File: src/rtl/led_chaser_gen.sv
// LED chaser: a WIN-wide lit window sweeps across N_LED outputs.
// Modes are loop, bounce, one-shot and hold. Steps are paced by a programmable prescaler.
module led_chaser_gen #(
    parameter int N_LED = 6,
    parameter int WIN   = 3,
    parameter int DIV_W = 24,
    localparam int PW   = $clog2(N_LED + WIN - 2)
) (
    input  logic             clk,
    input  logic             rst_n,
    input  logic             en,
    input  logic [1:0]       mode,
    input  logic             dir,
    input  logic             start,
    input  logic [DIV_W-1:0] div,
    output logic [N_LED-1:0] codeout,
    output logic [PW-1:0]    pos,
    output logic             step,
    output logic             done
);

    localparam int P_LAST = N_LED + WIN - 3;
    localparam logic [PW-1:0] P_LAST_V = PW'(P_LAST);
    localparam logic [PW-1:0] P_BACK_V = PW'(P_LAST - 1);
    localparam logic [1:0] M_LOOP   = 2'b00;
    localparam logic [1:0] M_BOUNCE = 2'b01;
    localparam logic [1:0] M_HOLD   = 2'b11;

    typedef enum logic [1:0] {S_IDLE, S_RUN_UP, S_RUN_DOWN, S_DONE} state_t;

    state_t           state_q, state_d;
    logic [PW-1:0]    p_q, p_d;
    logic [DIV_W-1:0] cnt_q, cnt_d;
    logic [N_LED-1:0] codeout_q, codeout_d;
    logic             step_q, step_d;
    logic             tick;
    logic             adv;

    // Lights pattern bit N_LED-1-k for each k in the window; mirroring lands it on bit k.
    function automatic logic [N_LED-1:0] window_bits(input logic [PW-1:0] p, input logic mirror);
        logic [N_LED-1:0] pat;
        int pi;
        pat = '0;
        pi  = int'(p);
        for (int k = 0; k < N_LED; k++) begin
            if (k <= pi && (pi - k) < WIN) begin
                if (mirror) pat[k] = 1'b1;
                else        pat[N_LED-1-k] = 1'b1;
            end
        end
        return pat;
    endfunction

    always_ff @(posedge clk or negedge rst_n) begin
        if (!rst_n) begin
            state_q   <= S_IDLE;
            p_q       <= '0;
            cnt_q     <= '0;
            codeout_q <= '0;
            step_q    <= 1'b0;
        end else begin
            state_q   <= state_d;
            p_q       <= p_d;
            cnt_q     <= cnt_d;
            codeout_q <= codeout_d;
            step_q    <= step_d;
        end
    end

    // The prescaler also runs in DONE so that a switch to loop/bounce resumes on a tick.
    always_comb begin
        state_d = state_q;
        p_d     = p_q;
        cnt_d   = cnt_q;
        tick    = 1'b0;
        adv     = 1'b0;
        if (en && state_q != S_IDLE) begin
            if (cnt_q > div) begin
                cnt_d = '0;
            end else if (cnt_q == div) begin
                tick  = 1'b1;
                cnt_d = '0;
            end else begin
                cnt_d = cnt_q + DIV_W'(1);
            end
        end
        if (en) begin
            unique case (state_q)
                S_IDLE: begin
                    state_d = S_RUN_UP;
                    p_d     = '0;
                end
                S_RUN_UP: begin
                    if (tick && mode != M_HOLD) begin
                        if (p_q != P_LAST_V) begin
                            p_d = p_q + PW'(1);
                            adv = 1'b1;
                        end else if (mode == M_LOOP) begin
                            p_d = '0;
                            adv = 1'b1;
                        end else if (mode == M_BOUNCE) begin
                            state_d = S_RUN_DOWN;
                            p_d     = P_BACK_V;
                            adv     = 1'b1;
                        end else begin
                            state_d = S_DONE;
                        end
                    end
                end
                S_RUN_DOWN: begin
                    if (tick && mode != M_HOLD) begin
                        adv = 1'b1;
                        if (mode != M_BOUNCE) begin
                            state_d = S_RUN_UP;
                            p_d     = p_q + PW'(1);
                        end else if (p_q != '0) begin
                            p_d = p_q - PW'(1);
                        end else begin
                            state_d = S_RUN_UP;
                            p_d     = PW'(1);
                        end
                    end
                end
                S_DONE: begin
                    if (start) begin
                        state_d = S_RUN_UP;
                        p_d     = '0;
                        cnt_d   = '0;
                        adv     = 1'b1;
                    end else if (tick && mode == M_LOOP) begin
                        state_d = S_RUN_UP;
                        p_d     = '0;
                        adv     = 1'b1;
                    end else if (tick && mode == M_BOUNCE) begin
                        state_d = S_RUN_DOWN;
                        p_d     = P_BACK_V;
                        adv     = 1'b1;
                    end
                end
                default: state_d = S_IDLE;
            endcase
        end
    end

    always_comb begin
        codeout_d = codeout_q;
        step_d    = 1'b0;
        if (en) begin
            codeout_d = (state_d == S_IDLE) ? '0 : window_bits(p_d, dir);
            step_d    = adv;
        end
        done = (state_q == S_DONE);
    end

    assign codeout = codeout_q;
    assign pos     = p_q;
    assign step    = step_q;

endmodule

File: config.mk
export PLATFORM = sky130hd
export DESIGN_NAME = led_chaser_gen
export DESIGN_NICKNAME = d
export VERILOG_FILES = /design/src/rtl/led_chaser_gen.sv
export SDC_FILE = /design/constraint.sdc
export NUM_CORES = 1
export LEC_CHECK = 0
export CAP_MARGIN = 20
export CORE_ASPECT_RATIO = 0.6
export CORE_MARGIN = 5
export CORE_UTILIZATION = 58
export CTS_CLUSTER_SIZE = 28
export DETAILED_ROUTE_END_ITERATION = 16
export PLACE_DENSITY = 0.83
export REMOVE_ABC_BUFFERS = 1
export SLEW_MARGIN = 0
export SYNTH_ARGS = -nofsm -noshare
export SYNTH_HDL_FRONTEND = slang
export SYNTH_SLANG_ARGS = --single-unit
File: constraint.sdc
create_clock -name clk -period 8.6 [get_ports clk]
set_clock_uncertainty 0.2 [all_clocks]
set_input_delay 1.72 -clock clk [delete_from_list [all_inputs] [get_ports clk]]
set_output_delay 1.72 -clock clk [all_outputs]
set_load 0.05 [all_outputs]
After elaboration in Yosys (flattened, before gate mapping)
Cells that the tools add are included.
Widths: inputs -> output; s select.
{"block": "totals", "register_bits": 36, "inputBits": 31, "out_inout_bits": 11, "wordCells": 109}
{"block": "op_classes", "add_sub_neg": 8, "magnitude_cmp": 12, "eq_ne": 8, "muxes": 62, "n_reduce_logical": 14}
{"cell": "$mux 24", "count": 6}
{"cell": "$mux 3", "count": 11}
{"cell": "$mux 1", "count": 29}
{"cell": "$add 24x1->24 const B", "count": 1}
{"cell": "$eq 24x24->1", "count": 1}
{"cell": "$gt 24x24->1", "count": 1}
{"cell": "$mux 2", "count": 12}
{"cell": "$lt 4x3->1 const B", "count": 5}
{"cell": "$pmux 3 s4", "count": 1}
{"cell": "$logic_and 1x1->1", "count": 9}
{"cell": "$pmux 2 s4", "count": 1}
{"cell": "$sub 3x2->4 const B", "count": 2}
{"cell": "$sub 3x3->4 const B", "count": 2}
{"cell": "$le 2x3->1 const A", "count": 2}
{"cell": "$le 3x3->1 const A", "count": 2}
{"cell": "$logic_not 2->1", "count": 3}
{"cell": "$mux 6", "count": 1}
{"cell": "$eq 2x1->1 const B", "count": 2}
{"cell": "$eq 2x2->1 const B", "count": 2}
{"cell": "$sub 3x1->4 const B", "count": 1}
{"cell": "$add 3x1->3 const B", "count": 1}
{"cell": "$le 1x3->1 const A", "count": 1}
{"cell": "$lt 3x2->1 const B", "count": 1}
{"cell": "$ne 3x3->1 const B", "count": 1}
{"cell": "6 further kinds", "count": 6}

Depth between registers and ports, before layout
Gate-level depths: netlist (run 1).
{"block": "logic_depth", "ltp_word": 17, "ltp_mapped": 15, "ltp_nobuf": 14}

Least setup slack after synthesis (run 1)
OpenSTA, ideal clock, no wires.
{"block": "synth_path", "path_type": "input -> register", "start": "in div[9]", "end": "reg codeout_q[4], in the netlist codeout[4]", "setup_time_ns": 0.140, "arrival_time_ns": 4.431, "t_required_ns": 8.260, "setup_slack_ns": 3.829, "stages": 14, "path_buffers": 0, "path_cell_list": "inv_1 -> ha_1 -> nand4_2 -> nor4_2 -> nand4_1 -> or3_4 -> a22oi_4 -> inv_2 -> or2_4 -> inv_1 -> ha_1 -> nor2b_1 -> a221oi_2 -> o221ai_1"}
{"block": "synth_via", "elab_chain_cells": 17, "word_cells_on_any_way": 35, "classes_between": "add/sub (2); order compare (5); eq/ne (1); mux (21); reduce/logical (6)"}
{"element": "start, declared", "line_no": "15", "source": "input logic [DIV_W-1:0] div,"}
{"element": "branches (longest 2 deep; another with $gt 24x24->1)"}
{"element": "$mux 1 (*)", "line_no": "78", "source": "if (cnt_q > div) begin"}
{"element": "$mux 1 (*)", "line_no": "77", "source": "if (en && state_q != S_IDLE) begin"}
{"element": "$logic_and 1x1->1", "line_no": "134", "source": "end else if (tick && mode == M_BOUNCE) begin"}
{"element": "$mux 3", "line_no": "134"}
{"element": "$mux 3", "line_no": "130", "source": "end else if (tick && mode == M_LOOP) begin"}
{"element": "$mux 3", "line_no": "125", "source": "if (start) begin"}
{"element": "$pmux 3 s4 (*)", "line_no": "88", "source": "unique case (state_q)"}
{"element": "$mux 3 (*)", "line_no": "87", "source": "if (en) begin"}
{"element": "named net p_d[1]", "line_no": "32", "source": "logic [PW-1:0] p_q, p_d;"}
{"element": "$sub 3x1->4", "line_no": "46", "source": "if (k <= pi && (pi - k) < WIN) begin"}
{"element": "$lt 4x3->1", "line_no": "46"}
{"element": "$logic_and 1x1->1", "line_no": "46"}
{"element": "$mux 1", "line_no": "46"}
{"element": "$mux 1", "line_no": "47", "source": "if (mirror) pat[k] = 1'b1;"}
{"element": "$mux 1 (*)", "line_no": "46"}
{"element": "$mux 6 (*)", "line_no": "149", "source": "codeout_d = (state_d == S_IDLE) ? '0 : window_bits(p_d, dir);"}
{"element": "end signal, assigned", "line_no": "65", "source": "codeout_q <= codeout_d;"}
{"element": "end, declared", "line_no": "34", "source": "logic [N_LED-1:0] codeout_q, codeout_d;"}
Mark *: on every way through the listed nets, which the timed path passes.
A chain may end at the register's enable or synchronous reset.

Final worst setup path (run 1)
{"block": "layout_path", "start": "in div[15]", "end": "reg codeout_q[4], in the netlist codeout[4]"}
Same word-level chain as after synthesis.

==> results of run 1 <==
-- kinds of logic after synthesis --
kind of cell,after synthesis,synth area share
flops,36,0.280
xor+xnor,2,0.00544
buf+inv,54,0.0641
simple gates,144,0.243
compound gates,116,0.256
fa+ha+maj,39,0.152
-- routing by layer --
layer	wire, um	vias to the layer above
met1	3930	1436
met2	3400	148
met4	133	0
met5	0	-
met3	649	18
li1	-	1501
-- power breakdown --
part | internal (mW) | switching [mW] | total (mW) | leakage, nW
sequential | 0.181 | 0.0144 | 0.196 | 0.485
combinational | 0.0600 | 0.0828 | 0.143 | 1.23
clock | 0.0652 | 0.0680 | 0.133 | 0.0445
total | 0.306 | 0.165 | 0.472 | 1.76
-- registers in the layout, summed over array words and instances (netlist names) --
name     flops
cnt_q       24
codeout      6
pos          3
state_q      2
step         1
-- cell usage in the layout, fill, tap and decap left out, types with 3 or more instances in the layout --
cell and n:
or2_2 3, nand2_1 44, o221ai_1 4, a21o_1 16, o311ai_0 8, o211ai_1 3
clkbuf_8 6, a31oi_1 6, o22ai_1 4, nand2b_1 7, inv_1 38, and3_1 4
and2_1 5, a22o_1 3, clkdlybuf4s50_1 40, or3_1 4, o21ai_0 24, o311ai_1 3
nand4_1 10, nor2_1 14, dfrtp_1 36, nor3b_1 4, nor3_1 4, a21oi_1 21
nand3_1 20, ha_1 39, nor2b_1 9
-- critical path, delay by kind of cell --
kind	cells	cell delay, ps
AO/OA/AOI/OAI	3	700
adder cells (fa/ha/maj)	2	590
buffers and inverters	4	640
AND/OR/NAND/NOR	6	2150
-- area by class of cell --
| class | count | area share |
|---|---|---|
| well taps | 69 | 0.0230 |
| clock inverters | 1 | 0.00200 |
| flip-flops and latches | 36 | 0.240 |
| clock buffers | 7 | 0.0230 |
| multi-input cells | 301 | 0.562 |
| inverters | 39 | 0.0389 |
| repair buffers | 43 | 0.112 |
-- worst paths after layout --
path	startpoint	endpoint	slack, ps
max	div[15]	codeout[4]	2750
min	codeout[4]	codeout[4]	320
max reg2reg	cnt_q[15]	codeout[4]	4180
min reg2reg	codeout[4]	codeout[4]	320
max in group asynchronous	rst_n	cnt_q[16]	6360
min in group asynchronous	rst_n	cnt_q[4]	1310
-- synth_stat cells, types with 2 or more instances --
library cell  number  area, um2
o31ai_1            2       15.0
nor4_1             2       12.5
dfrtp_1           36        901
buf_2              3       15.0
a21oi_1           21        105
o211ai_1           3       22.5
and3_1             4       25.0
a31o_2             2       17.5
o221ai_1           4       35.0
a22o_1             3       26.3
nand3_1           20        100
or4_4              2       22.5
nor2b_1            9       56.3
o21ai_0           25        125
inv_1             38        143
nor3_1             4       20.0
o311ai_0           8       70.1
nand3b_1           2       15.0
ha_1              39        488
a31oi_1            6       37.5
o311ai_1           3       26.3
nand2b_1           7       43.8
xnor2_1            2       17.5
o22ai_1            4       25.0
or3_1              4       25.0
nor2_1            14       52.6
clkbuf_1          12       45.0
nand4_1           10       62.6
a21o_1            16        120
or2_2              3       18.8
o21a_1             2       15.0
and2_1             5       31.3
nor3b_1            4       30.0
nand2_1           44        165
-- through the flow --
step | hold WS [ps] | utilization
after global placement | 296 | 0.671
after detailed placement | 300 | 0.671
after global routing | 360 | 0.688
after floorplan | 301 | -
after CTS | 327 | 0.688
final | 324 | 0.688
==> impl_results.md, run 1 <==
* Outcome: finished, final reports clean
* Final count of hold timing violations at 0
* Cts bufs inserted at 5
* Largest net degree at the start of global routing at 37
* Crit path kind: in -> reg
* Placed cell count at 488
* Port-buffer cells at 41
* Critical path peak fanout at 12
* I/O pin count at 42
* Cells after synthesis at 391
* DRT Pass-1 Iters at 7
* Die ar. at 7190 um2
* Worst setup margin at 2750 ps
* GRT Total Usage at 0.237
* Crit-path cells: clkdlybuf4s50_1 -> inv_1 -> ha_1 -> nand4_2 -> nor4_2 -> nand4_1 -> or3_4 -> a22oi_4 -> inv_2 -> or2_4 -> inv_1 -> ha_1 -> nor2b_1 -> a221oi_2 -> o221ai_1
* Post-synthesis cell type count at 62
* Global Route met1 Usage at 0.340
* M2 GR Usage at 0.354
* Flops & latches, synth at 36
* CTS root buf: clkbuf_8
* Hold Path Class: reg -> reg
* RD Place Congestion at 0.952
* Fmax achieved at 171 MHz
* Avg Cell Area, Syn at 8.23 um2
* Number of global-route vias before repair at 2869
* Setup violators final at 0
* WL/cell at 16.4 um
* Hold path cells at 2
* Die W at 106 um
* Setup TNS at 0 ps
* Count of fill cells added during filler insertion at 443
* Chip Height at 67.7 um
* Busiest layer in global routing: met2
* Number of synthesized flops with an enable pin at 0
* Clock tree buffer depth at 2
* Placed Instance Area at 3670 um2
* Top FF cell, synth: dfrtp_1
* Unrepaired setup endpoints after global routing: no
* CTS Sinks at 36
* CP max stage delay at 880 ps
* Residual DRC count at 0
* Total power at 472 uW
* CTS tree: yes
* Ys async rst share at 1.00
* Hold-fix buffers, CTS at 0
* Post-Route WL at 8120 um
* Tmin final at 5850 ps
* Core area at 5470 um2
* Area grow syn2layout at 16.8%
* Leakage power figure at 1.76 nW
* Startpoint types: input pin
* Reg area at 901 um2
* Slowest CP cell: nor4_2
* Cell row count at 21
* Share of cells above drive strength 1 at 0.0726
* H-Tree Depth at 2
* Post-route ant nets at 0
* # diodes at 0
* Pre-CTS setup slack at 2460 ps
* PwrDens at 125 nW/um2
* Multi-input logic area at 2110 um2
* Crit end category: flip-flop
* Period utilisation layout at 0.680
* Starting Density at 0.589
* Critical Path RT at 8570 ps
* Post-CTS sizing at 0
* Non-filler cells, final at 496
* Total gr overflow at 0
* Post-synthesis sequential area ratio at 0.280
* Via/cell ratio at 6.26
* DR iter-0 viols at 235
* Post-CTS setup buffers at 0
* Finished layout cell area at 3760 um2
* Initial antenna violation count at 0
* Routed vias at 3103
* Synth Cell Area at 3220 um2
* Worst-margin pin slew at 1010 ps
* Max_slew headroom at 0.324
* Register-to-Register Path Depth at 13
* Final net count at 496
* Dpl hpwl at 6080 um
* Total of max-cap violations at 0
* First-pass GRT wire length at 13500 um
* Synth warn at 0
* Worst skew pair latency at 300 ps
* Final slew viol count at 0
* Grt met3 use at 0.0564
* Worst-path clk slew at 80 ps
* VDD IR-drop max at 77.1 uV
* WP data arrival at 5820 ps
Note: power is estimated with default switching activity, not from simulation.
==> run 2, diff against run 1 <==
--- a/config.mk
+++ b/config.mk
@@ -8,10 +8,10 @@
 export CAP_MARGIN = 20
 export CORE_ASPECT_RATIO = 0.6
 export CORE_MARGIN = 5
-export CORE_UTILIZATION = 58
+export CORE_UTILIZATION = 56
 export CTS_CLUSTER_SIZE = 28
 export DETAILED_ROUTE_END_ITERATION = 16
-export PLACE_DENSITY = 0.83
+export PLACE_DENSITY = 0.81
 export REMOVE_ABC_BUFFERS = 1
 export SLEW_MARGIN = 0
 export SYNTH_ARGS = -nofsm -noshare
==> constraint.sdc (replaced) <==
create_clock -name clk -period 5.5 [get_ports clk]
set_clock_uncertainty 0.2 [all_clocks]
set_input_delay 1.1 -clock clk [delete_from_list [all_inputs] [get_ports clk]]
set_output_delay 1.1 -clock clk [all_outputs]
set_load 0.05 [all_outputs]
==> impl_results.md, run 2 (synthesized netlist as in run 1, its figures left out) <==
* CP max stage delay at 720 ps (-160 ps)
* WL/cell at 15.8 um (-3.7%)
* Number of global-route vias before repair at 2887 (+0.63%)
* Placed cell count at 503 (+3.1%)
* VDD IR-drop max at 168 uV (+120%)
* Die W at 108 um (+1.6%)
* Die ar. at 7410 um2 (+3.1%)
* Hold-fix buffers, CTS at 0 (unchanged)
* Clock tree buffer depth at 2 (unchanged)
* Critical path peak fanout at 9 (-3)
* Area grow syn2layout at 18.7%
* Outcome: finished, final reports clean
* Post-CTS sizing at 0 (unchanged)
* Non-filler cells, final at 511 (+3.0%)
* First-pass GRT wire length at 13700 um (+1.1%)
* Worst-margin pin slew at 941 ps (-70.4 ps)
* Commonest cells after routing, fill and taps aside: nand2_1, clkdlybuf4s50_1, ha_1, inv_1, dfrtp_1
* Cts bufs inserted at 5 (unchanged)
* Reg with most FFs: cnt_q
* Fmax achieved at 214 MHz
* Busiest layer in global routing: met2
* Final count of hold timing violations at 0 (unchanged)
* Tmin final at 4670 ps
* Port-buffer cells at 41 (unchanged)
* HP Start: codeout[4]
* Slowest CP cell: o221ai_1
* Share of cells above drive strength 1 at 0.0835 (+0.0109)
* Placed Instance Area at 3710 um2 (+1.2%)
* Finished layout cell area at 3820 um2 (+1.6%)
* PwrDens at 201 nW/um2 (+61%)
* Max_slew headroom at 0.371 (+0.0470)
* Final net count at 500 (+0.81%)
* Hold slack at 335 ps (+11.0 ps)
* Total gr overflow at 0 (unchanged)
* Cell row count at 21 (unchanged)
* Critical Path RT at 5470 ps (-3100 ps)
* Crit end category: flip-flop
* Hold Path Class: reg -> reg
* Starting Density at 0.578 (-0.0111)
* DR iter-0 viols at 225 (-4.3%)
* Chip Height at 68.7 um (+1.5%)
* M2 GR Usage at 0.361 (+0.00735)
* Critical Path Start: div[15]
* Post-CTS setup buffers at 0 (unchanged)
* H-Tree Depth at 2 (unchanged)
* Buffers & Inverters on Critical Path at 3 (-1)
* Worst setup margin at 828 ps (-1920 ps)
* Period utilisation layout at 0.849
* Worst-path clk slew at 80 ps (about the same)
* CTS Sinks at 36 (unchanged)
* Setup violators final at 0 (unchanged)
* Total of max-cap violations at 0 (unchanged)
* DRT Pass-1 Iters at 4 (-3)
* Final slew viol count at 0 (unchanged)
* Grt met3 use at 0.0456 (-0.0108)
* Core area at 5570 um2 (+1.9%)
* WP data arrival at 4640 ps (-1180 ps)
* Number of flip-flops in the largest register at 24 (unchanged)
* CTS tree: yes
* R2R Path Start: cnt_q[15]
* Crit path kind: in -> reg
* Final core utilization at 0.686 (-0.00197)
* Commonest non-fill, non-tap cell in the layout: nand2_1
* Startpoint types: input pin
* Leakage power figure at 1.79 nW (+1.7%)
* CP delay by family, top: compound AO/OA/AOI/OAI gates
* Post-route ant nets at 0 (unchanged)
* RD Place Congestion at 0.970 (+1.9%)
* Largest net degree at the start of global routing at 37 (unchanged)
* Global Route met1 Usage at 0.334 (-0.00586)
* Dpl hpwl at 6020 um (-1.1%)
* Residual DRC count at 0 (unchanged)
* Pre-CTS setup slack at 554 ps (-1900 ps)
* Unrepaired setup endpoints after global routing: no
* # diodes at 0 (unchanged)
* Post-Route WL at 8060 um (-0.75%)
* Worst skew pair latency at 300 ps (about the same)
* CTS root buf: clkbuf_8
* GRT Total Usage at 0.232 (-0.00537)
* I/O pin count at 42 (unchanged)
* Via/cell ratio at 6.11 (-2.4%)
* Crit-path cells: clkdlybuf4s50_1 -> inv_1 -> ha_1 -> nand4_2 -> nor4_2 -> nand4_1 -> o221ai_1 -> inv_1 -> ha_1 -> nor2b_1 -> a221oi_2 -> o221ai_1
* Total power at 770 uW (+63%)
* Setup TNS at 0 ps (unchanged)
* Routed vias at 3120 (+0.55%)
* Initial antenna violation count at 0 (unchanged)
-- run 2: changes by cell type in the layout (fill, tap and decap cells not counted) --
cell | before | now
clkbuf_1 | 1 | 0
buf_4 | 2 | 6
bufinv_16 | 0 | 1
clkinv_2 | 0 | 1
clkbuf_8 | 6 | 5
-- run 2: tightest hold or removal path: cells and delay by family, from the launching register on --
kind               cells  cell delay (ps)
DFF                    1              370
and+or+nand+nor        1               60
AOI/OAI and AO/OA      1               60
-- run 2: layout make-up --
type                            count  area, um2
Clock buffer                        5       68.8
Clock inverter                      3       42.5
Fill cell                         474       1750
Inverter                           39        146
Multi-Input combinational cell    301       2110
Sequential cell                    36        901
Tap cell                           80        100
Timing Repair Buffer               47        450
-- run 2: path summary, 6_finish.rpt --
check,end,slack [ps],cells past startpoint
hold reg to reg,codeout[4],340,2
hold / removal,codeout[4],340,2
setup / recovery,codeout[1],830,12
max in group asynchronous,cnt_q[15],3870,1
setup reg to reg,codeout[1],1620,10
min in group asynchronous,cnt_q[7],680,1
-- run 2: layer usage --
metal / vias to the layer above / share of wire
li1: 1519 / -
met1: 1460 / 0.49
met2: 129 / 0.43
met3: 12 / 0.075
met4: 0 / 0.0092
met5: - / 0
-- run 2: where the power goes --
group / switching (mW) / total [mW] / internal, mW
Sequential: 0.0207 / 0.304 / 0.283
Combinational: 0.130 / 0.225 / 0.0948
Clock: 0.106 / 0.241 / 0.134
Total: 0.257 / 0.770 / 0.512
